[config.mk]
export PLATFORM = sky130hd
export DESIGN_NAME = bus_fabric
export DESIGN_NICKNAME = d
export VERILOG_FILES = /design/src/rtl/bus_fabric_pkg.sv /design/src/rtl/bus_fabric_timeout.sv /design/src/rtl/bus_fabric.sv
export SDC_FILE = /design/constraint.sdc
export NUM_CORES = 1
export LEC_CHECK = 0
export ABC_AREA = 1
export CORE_AREA = 2 2 189 191
export DETAILED_ROUTE_END_ITERATION = 8
export DIE_AREA = 0 0 191 193
export PLACE_DENSITY_LB_ADDON = 0.08
export SYNTH_ARGS = -nofsm -noshare
export SYNTH_HDL_FRONTEND = slang
export SYNTH_SLANG_ARGS = --single-unit
[constraint.sdc]
create_clock -name clk_i -period 3.6 [get_ports clk_i]
set_clock_uncertainty 0.2 [all_clocks]
set_input_delay 0.54 -clock clk_i [delete_from_list [all_inputs] [get_ports clk_i]]
set_output_delay 0.54 -clock clk_i [all_outputs]
set_load 0.02 [all_outputs]
[src/rtl/bus_fabric_pkg.sv]
// bus_fabric_pkg: shared encodings for the single-master data-bus fabric.
package bus_fabric_pkg;

  // Access size as carried on m_size_i / s_size_o.
  typedef enum logic [1:0] {
    SIZE_BYTE = 2'd0,
    SIZE_HALF = 2'd1,
    SIZE_WORD = 2'd2
  } size_e;

  // Read data returned on any error completion.
  localparam logic [31:0] ERR_RDATA = 32'hBADB_05E5;

  // Transfer state.
  typedef enum logic {
    ST_IDLE = 1'b0,
    ST_WAIT = 1'b1
  } state_e;

endpackage

[src/rtl/bus_fabric_timeout.sv]
// bus_fabric_timeout: wait-cycle counter. Load sets it to 1, inc adds one,
// clr zeroes it; term_o flags that the count has reached TIMEOUT.
module bus_fabric_timeout #(
  parameter int TIMEOUT = 64
) (
  input  logic clk_i,
  input  logic reset_i,
  input  logic load_i,
  input  logic inc_i,
  input  logic clr_i,
  output logic term_o
);

  localparam int CW = $clog2(TIMEOUT + 1);

  logic [CW-1:0] cnt_q, cnt_d;

  // Next count: clear beats load beats increment.
  always_comb begin
    cnt_d = cnt_q;
    if (clr_i)      cnt_d = '0;
    else if (load_i) cnt_d = CW'(1);
    else if (inc_i)  cnt_d = cnt_q + CW'(1);
  end

  // Counter register with synchronous reset.
  always_ff @(posedge clk_i) begin
    if (reset_i) cnt_q <= '0;
    else         cnt_q <= cnt_d;
  end

  assign term_o = (cnt_q == CW'(TIMEOUT));

endmodule

[src/rtl/bus_fabric.sv]
// bus_fabric: single master, NUM_SLAVES slave data-bus interconnect with
// ready/wait handshake, unmapped-address errors and error capture.
// Optional wait-timeout errors are built when BUS_FABRIC_TIMEOUT_EN is defined.
module bus_fabric
  import bus_fabric_pkg::*;
#(
  parameter int NUM_SLAVES   = 4,
  parameter int SEL_LSB      = 28,
  parameter int SEL_W        = 4,
  parameter int SLAVE_ADDR_W = 16,
  parameter int TIMEOUT      = 64
) (
  input  logic                             clk_i,
  input  logic                             reset_i,
  input  logic [31:0]                      m_addr_i,
  input  logic [31:0]                      m_wdata_i,
  output logic [31:0]                      m_rdata_o,
  input  logic [1:0]                       m_size_i,
  input  logic                             m_rd_i,
  input  logic                             m_wr_i,
  output logic                             m_ready_o,
  output logic                             m_err_o,
  output logic [NUM_SLAVES*SLAVE_ADDR_W-1:0] s_addr_o,
  output logic [NUM_SLAVES*32-1:0]         s_wdata_o,
  input  logic [NUM_SLAVES*32-1:0]         s_rdata_i,
  output logic [NUM_SLAVES*2-1:0]          s_size_o,
  output logic [NUM_SLAVES-1:0]            s_rd_o,
  output logic [NUM_SLAVES-1:0]            s_wr_o,
  input  logic [NUM_SLAVES-1:0]            s_ready_i,
  output logic [31:0]                      err_addr_o,
  output logic [7:0]                       err_count_o
);

  state_e      state_q, state_d;
  logic [SEL_W-1:0] idx;
  logic        req, mapped, sel_ready, strobe_en, tmo;
  logic        cnt_load, cnt_inc, cnt_clr;
  logic [31:0] sel_rdata;
  logic [31:0] err_addr_q;
  logic [7:0]  err_count_q;

  assign req    = m_rd_i | m_wr_i;
  assign idx    = m_addr_i[SEL_LSB +: SEL_W];
  assign mapped = (32'(idx) < 32'(NUM_SLAVES));

  // Pick the addressed slave's ready and read data; zero when unmapped.
  always_comb begin
    sel_ready = 1'b0;
    sel_rdata = '0;
    for (int k = 0; k < NUM_SLAVES; k++) begin
      if (idx == SEL_W'(k)) begin
        sel_ready = s_ready_i[k];
        sel_rdata = s_rdata_i[k*32 +: 32];
      end
    end
  end

  // Broadcast request fields; strobe only the decoded slave.
  for (genvar k = 0; k < NUM_SLAVES; k++) begin : g_slv
    assign s_addr_o[k*SLAVE_ADDR_W +: SLAVE_ADDR_W] = m_addr_i[SLAVE_ADDR_W-1:0];
    assign s_wdata_o[k*32 +: 32] = m_wdata_i;
    assign s_size_o[k*2 +: 2]    = m_size_i;
    assign s_rd_o[k] = strobe_en & m_rd_i & (idx == SEL_W'(k));
    assign s_wr_o[k] = strobe_en & m_wr_i & (idx == SEL_W'(k));
  end

`ifdef BUS_FABRIC_TIMEOUT_EN
  bus_fabric_timeout #(.TIMEOUT(TIMEOUT)) u_tmo (
    .clk_i   (clk_i),
    .reset_i (reset_i),
    .load_i  (cnt_load),
    .inc_i   (cnt_inc),
    .clr_i   (cnt_clr),
    .term_o  (tmo)
  );
`else
  // No timeout hardware: WAIT lasts until the slave answers.
  localparam int unused_timeout = TIMEOUT;
  logic unused_ctl;
  assign unused_ctl = ^{cnt_load, cnt_inc, cnt_clr};
  assign tmo = 1'b0;
`endif

  // Next state and completion; slave ready wins over a coincident timeout.
  always_comb begin
    state_d   = state_q;
    cnt_load  = 1'b0;
    cnt_inc   = 1'b0;
    cnt_clr   = 1'b0;
    strobe_en = 1'b0;
    m_ready_o = 1'b0;
    m_err_o   = 1'b0;
    m_rdata_o = sel_rdata;
    if (!reset_i) begin
      if (req) begin
        if (!mapped) begin
          m_ready_o = 1'b1;
          m_err_o   = 1'b1;
          m_rdata_o = ERR_RDATA;
          state_d   = ST_IDLE;
          cnt_clr   = 1'b1;
        end else if (sel_ready) begin
          strobe_en = 1'b1;
          m_ready_o = 1'b1;
          state_d   = ST_IDLE;
          cnt_clr   = 1'b1;
        end else if (state_q == ST_WAIT && tmo) begin
          m_ready_o = 1'b1;
          m_err_o   = 1'b1;
          m_rdata_o = ERR_RDATA;
          state_d   = ST_IDLE;
          cnt_clr   = 1'b1;
        end else begin
          strobe_en = 1'b1;
          state_d   = ST_WAIT;
          if (state_q == ST_IDLE) cnt_load = 1'b1;
          else                    cnt_inc  = 1'b1;
        end
      end else if (state_q == ST_WAIT) begin
        // Master abandoned the transfer: drop back silently.
        state_d = ST_IDLE;
        cnt_clr = 1'b1;
      end
    end
  end

  // State register.
  always_ff @(posedge clk_i) begin
    if (reset_i) state_q <= ST_IDLE;
    else         state_q <= state_d;
  end

  // Capture address of each error completion; count saturates at 255.
  always_ff @(posedge clk_i) begin
    if (reset_i) begin
      err_addr_q  <= '0;
      err_count_q <= '0;
    end else if (m_ready_o && m_err_o) begin
      err_addr_q <= m_addr_i;
      if (err_count_q != 8'hFF) err_count_q <= err_count_q + 8'd1;
    end
  end

  assign err_addr_o  = err_addr_q;
  assign err_count_o = err_count_q;

endmodule

## After elaboration in Yosys (flattened, before gate mapping)

Index checks and enable logic that the tools add are counted.

- Register bits after elaboration: 40
- Input bits: 202
- Output and inout bits: 282
- Logic and storage cells: 43

- $add $sub $neg: 1
- $lt $le $gt $ge: 1
- Equality and inequality tests: 4
- Multiplexer cells: 21
- Bitwise logic cells: 11
- Reductions and logical operators: 3

Operator list:

| cell | number |
|---|---|
| two-way mux 32 bit | 7 |
| two-way mux 1 bit | 14 |
| bitwise AND 1 bit | 10 |
| adder 8 x 1 -> 8 bit (second input constant) | 1 |
| == test 4 x 2 -> 1 bit (second input constant) | 2 |
| inequality test 8 bit (second input constant) | 1 |
| == test 4 x 1 -> 1 bit (second input constant) | 1 |
| logical NOT 4 bit | 1 |
| < comparator 4 x 3 -> 1 bit (second input constant) | 1 |
| AND reduction 2 bit | 1 |
| logical AND 1 bit | 1 |
| bitwise OR 1 bit | 1 |

## Logic depth before layout (Yosys ltp)

- Depth after elaboration: 11
- Depth in mapped cells: 9
- Depth with buffers taken out: 8

## Worst setup path before layout

OpenSTA, ideal clock, no wires.

- Path type: input port to output port
- From: input m_addr_i[29]
- To: output m_rdata_o[12]
- Arrival time: 1489 ps
- Required time: 2860 ps
- Path slack: 1371 ps
- Cell stages on the path: 5
- Path buffers: 2
- Cells stage by stage: inv_1 buf_2 nand3_4 buf_2 o2111ai_1

- Word-level cells in the longest chain between the ends: 8
- Elaborated cells on any way between the ends: 12
- Classes of those cells: order compare (1); eq/ne (3); mux (7); reduce/logical (1)

RTL lines:

| item | RTL line | source |
|---|---|---|
| start, declared | bus_fabric.sv:15 | `input logic [31:0] m_addr_i,` |
| logical NOT 4 bit | bus_fabric.sv:51 | `if (idx == SEL_W'(k)) begin` |
| two-way mux 32 bit (4 in series) | bus_fabric.sv:51 |  |
| two-way mux 32 bit | bus_fabric.sv:96 | `if (!mapped) begin` |
| two-way mux 32 bit | bus_fabric.sv:95 | `if (req) begin` |
| two-way mux 32 bit (*) | bus_fabric.sv:94 | `if (!reset_i) begin` |
| end, declared | bus_fabric.sv:17 | `output logic [31:0] m_rdata_o,` |

Mark *: on every way between the ends. The rest lies on a longest branch, timed or not.

## Final worst setup path

- From: input m_addr_i[29]
- To: output m_ready_o

- Word-level cells in the longest chain between the ends: 9
- Elaborated cells on any way between the ends: 13
- Classes of those cells: order compare (1); eq/ne (3); mux (8); reduce/logical (1)

RTL lines:

| item | RTL line | source |
|---|---|---|
| logical NOT 4 bit | bus_fabric.sv:51 |  |
| two-way mux 1 bit (4 in series) | bus_fabric.sv:51 |  |
| two-way mux 1 bit | -- |  |
| two-way mux 1 bit (*) | bus_fabric.sv:96 |  |
| two-way mux 1 bit (*) | bus_fabric.sv:95 |  |
| two-way mux 1 bit (*) | bus_fabric.sv:94 |  |
| end, declared | bus_fabric.sv:21 | `output logic m_ready_o,` |

Marks and branches as above.

==> qor.txt <==
Status = completed
Synthesized-area fraction occupied by and/or/nand/nor cells = 31.6%
Maximum clock path buffer count = 2
Count leader, synth = sky130_fd_sc_hd__buf_4
Maximum vdd drop = 0.000150 V
Largest area contributor in the netlist = sky130_fd_sc_hd__buf_4
Cell type with the highest occurrence count on the critical path = sky130_fd_sc_hd__clkdlybuf4s50_1
FF-to-FF setup slack = 1890 ps
Mean cell area of the mapped netlist = 6.46 sq um
Post-synth EDFFs = 0
Max-cap violations = 0
Number of buffers inserted by post-CTS setup repair = 0
Number of cells on the worst reg-to-reg path = 7
Cell type of the slowest stage on the worst timing path = sky130_fd_sc_hd__clkdlybuf4s50_1
Number of ports placed on the die boundary = 484
Endpoints failing hold = 0
Die height = 193 um
Crit path kind = input port to output pin
Relative area change from synthesis to final layout = 54.8%
DRT iter0 DRCs = 107
CP required = 2860 ps
Dominant combinational cell family by area after synthesis = buffers and inverters
Number of hold buffers added after cts = 0
Routed wire length = 20,700 um
Most numerous cell types in the synthesized netlist = sky130_fd_sc_hd__buf_4, sky130_fd_sc_hd__nand2_1, sky130_fd_sc_hd__nand3_1, sky130_fd_sc_hd__dfxtp_1, sky130_fd_sc_hd__inv_1
Share of the cycle needed by the critical path after routing = 93.8%
Row cnt = 69
Number of global-route vias before repair = 4,387
Top flip-flop cell by instance count after synthesis = sky130_fd_sc_hd__dfxtp_1
Worst flop-to-flop path startpoint = err_count_o[0]
Post-route core utilization = 18.8%
Count of final setup violators = 0
Post-route DRC violation count = 0
Number of nets in the layout = 964
Die area = 36,900 sq um
Router iterations before antenna repair = 4
Maximum frequency from static timing analysis = 0.296 GHz
Initial antenna violation count = 0
Adder-cell share of the synthesized area = 0.295%
Proportion of register bits with asynchronous set or reset after synthesis = 0%
Post-Layout Cell Count = 1,222
Antenna Nets Post-Route = 0
Post-CTS clock slew at the launch and capture registers of the worst setup and hold paths = 70 ps
Clock insertion delay at the later pin of the skew report = 290 ps
Critical Path Fanout Max = 19
Number of library cell types mapped by synthesis = 23
CTS-repair resized insts = 0
Final count of pins violating max slew = 0
Power Density = 248 nW/um^2
Final period demand of the worst path = 3380 ps
Total buffers and inverters traversed by the critical path = 4
Horizontal die dimension = 191 um
Static leakage = 2.55 nW
Share of synthesized area spent on multiplexers = 0%
Startpoint of the worst hold path = err_addr_o[10]
Total placed cells including tap cells = 1,215
Endpoint type of the worst setup path = output pin
Register area share after synthesis = 18.9%
Cell count after synthesis = 656
CTS tree = built
Nature of the critical path startpoint = input port
Synth top area cells = sky130_fd_sc_hd__buf_4, sky130_fd_sc_hd__dfxtp_1, sky130_fd_sc_hd__nand2_1
Worst-margin pin slew = 447 ps
Core Region = 35,000 sq um
Worst Hold Endpoint = err_addr_o[10]
Fraction of post-synthesis cell area in the top cell type by area = 36.0%
Share of the synthesized area in compound gates (AO/OA/AOI/OAI) = 6.49%
Largest delay share family, worst path = buffers and inverters
Fraction of layout cells with a size suffix above 1 = 4.34%
Total CTS buffers = 5
Syn. warnings = 0
Clock Tree Root = sky130_fd_sc_hd__clkbuf_16
Combined global-route utilization of all metal layers = 10.7%
Total negative slack = 0 ps
Worst R2R End = err_count_o[1]
Overall via count from detail_route = 4,246
Clock sinks = 40
Number of synthesized register bits = 40
CP peak stage delay = 610 ps
Cell Area, Synth = 4240 sq um
Antenna diode count = 0
Count of cells along the worst hold path = 2
Maximum level of the CTS H-tree = 2
Maximum number of pins on one net before global-route repair = 38
Initial core utilization = 12.1%
Last weighted congestion value of the routability-driven placer = 0.758
Final HPWL from detailed placement = 16,500 um
Path type of the worst min-delay path = flop to flop
Critical path data arrival time = 2640 ps
Via/cell ratio = 3.47
Xor and xnor area share after synthesis = 0.207%
Wire length of the first global-routing pass = 29,200 um
Synthesized Nets = 859
Routed length per placed instance = 16.9 um
Critical path cell sequence = clkdlybuf4s50_1 > inv_1 > buf_4 > nand3_4 > o21ai_0 > o21a_1 > clkdlybuf4s50_1
Fillers = 4,025
Number of port buffers = 313
Worst max-slew margin expressed relative to the limit = 70.2%
GR Overflow Total = 0
Unrepaired setup endpoints after global routing = no
==> registers in the layout (all words and copies together), names as in the netlist <==
| signal | flops |
|---|---|
| err_count_o | 8 |
| err_addr_o | 32 |
==> worst reg2reg max path, delay by kind of cell, from the launching register on <==
family | cells | cell delay (ps)
AO/OA/AOI/OAI | 1 | 230
adder cells (fa/ha/maj) | 1 | 250
buffers and inverters | 1 | 80
flip-flops | 1 | 350
AND/OR/NAND/NOR | 4 | 490
==> kinds of logic (layout without fill, tap and decap cells) <==
family | after synthesis | in the layout
xor gates and xnor gates | 1 | 1
DFF | 40 | 40
and+or+nand+nor | 301 | 301
buffers and inverters | 269 | 374
AOI/OAI and AO/OA | 44 | 44
adders and majority gates | 1 | 1
==> per-layer routing <==
| metal | routed length [um] | global-route usage, % | share of wire [%] |
|---|---|---|---|
| met5 | 0 | 0 | 0 |
| met4 | 480 | 3.13 | 2.3 |
| met2 | 10200 | 19.1 | 49 |
| met1 | 8030 | 11.9 | 39 |
| met3 | 1990 | 3.80 | 9.6 |
==> layout make-up <==
| type | count | area (sq um) | share of cell area, % |
|---|---|---|---|
| clock buffer | 6 | 129 | 1.96 |
| inverter | 37 | 139 | 2.12 |
| tap | 461 | 577 | 8.79 |
| clock inverter | 1 | 5.00 | 0.0762 |
| timing repair buffer | 330 | 3270 | 49.9 |
| sequential | 40 | 801 | 12.2 |
| multi-input combinational | 347 | 1640 | 25.0 |
==> through the flow <==
step                setup WS (ps)  area, sq um  hold WS [ps]  power, mW
floorplan                    1370         4240           337       1.02
global placement              185         6430           260       1.21
detailed placement            189         6430           263       1.20
CTS                           183         6560           274       1.69
global route                 79.1         6560           293       1.74
finish                        223         6560           270       1.63
==> cells in the final DEF (no fill, tap or decap), drive strengths merged <==
master | synthesis | routed
nor2 | 28 | 28
xor2 | 1 | 1
ha | 1 | 1
inv | 36 | 36
clkinv | 1 | 2
buf | 224 | 17
nand4 | 20 | 20
a21oi | 23 | 23
o2111ai | 14 | 14
o21a | 1 | 1
dfxtp | 40 | 40
clkbuf | 8 | 6
o21ai | 6 | 6
nand2 | 160 | 160
clkdlybuf4s50 | 0 | 313
nand3 | 93 | 93
==> power breakdown <==
| group | switching (mW) | internal (mW) | leakage, nW | total, mW |
|---|---|---|---|---|
| clock network | 0.199 | 0.253 | 0.0667 | 0.452 |
| registers | 0.0153 | 0.470 | 0.329 | 0.486 |
| logic | 0.327 | 0.363 | 2.16 | 0.690 |
| total | 0.541 | 1.09 | 2.55 | 1.63 |
==> worst max path at each step <==
stage / startpoint / end / slack (ps) / cells past startpoint
after floorplan: m_addr_i[29] / m_rdata_o[12] / 1370 / 5
final: m_addr_i[29] / m_ready_o / 220 / 7
after detailed placement: m_addr_i[29] / m_ready_o / 190 / 7
after global routing: m_addr_i[29] / m_rdata_o[15] / 80 / 9
after global placement: m_addr_i[29] / m_rdata_o[27] / 180 / 8
after CTS: m_addr_i[29] / m_ready_o / 180 / 7
Power figures use the tool's default switching activity.
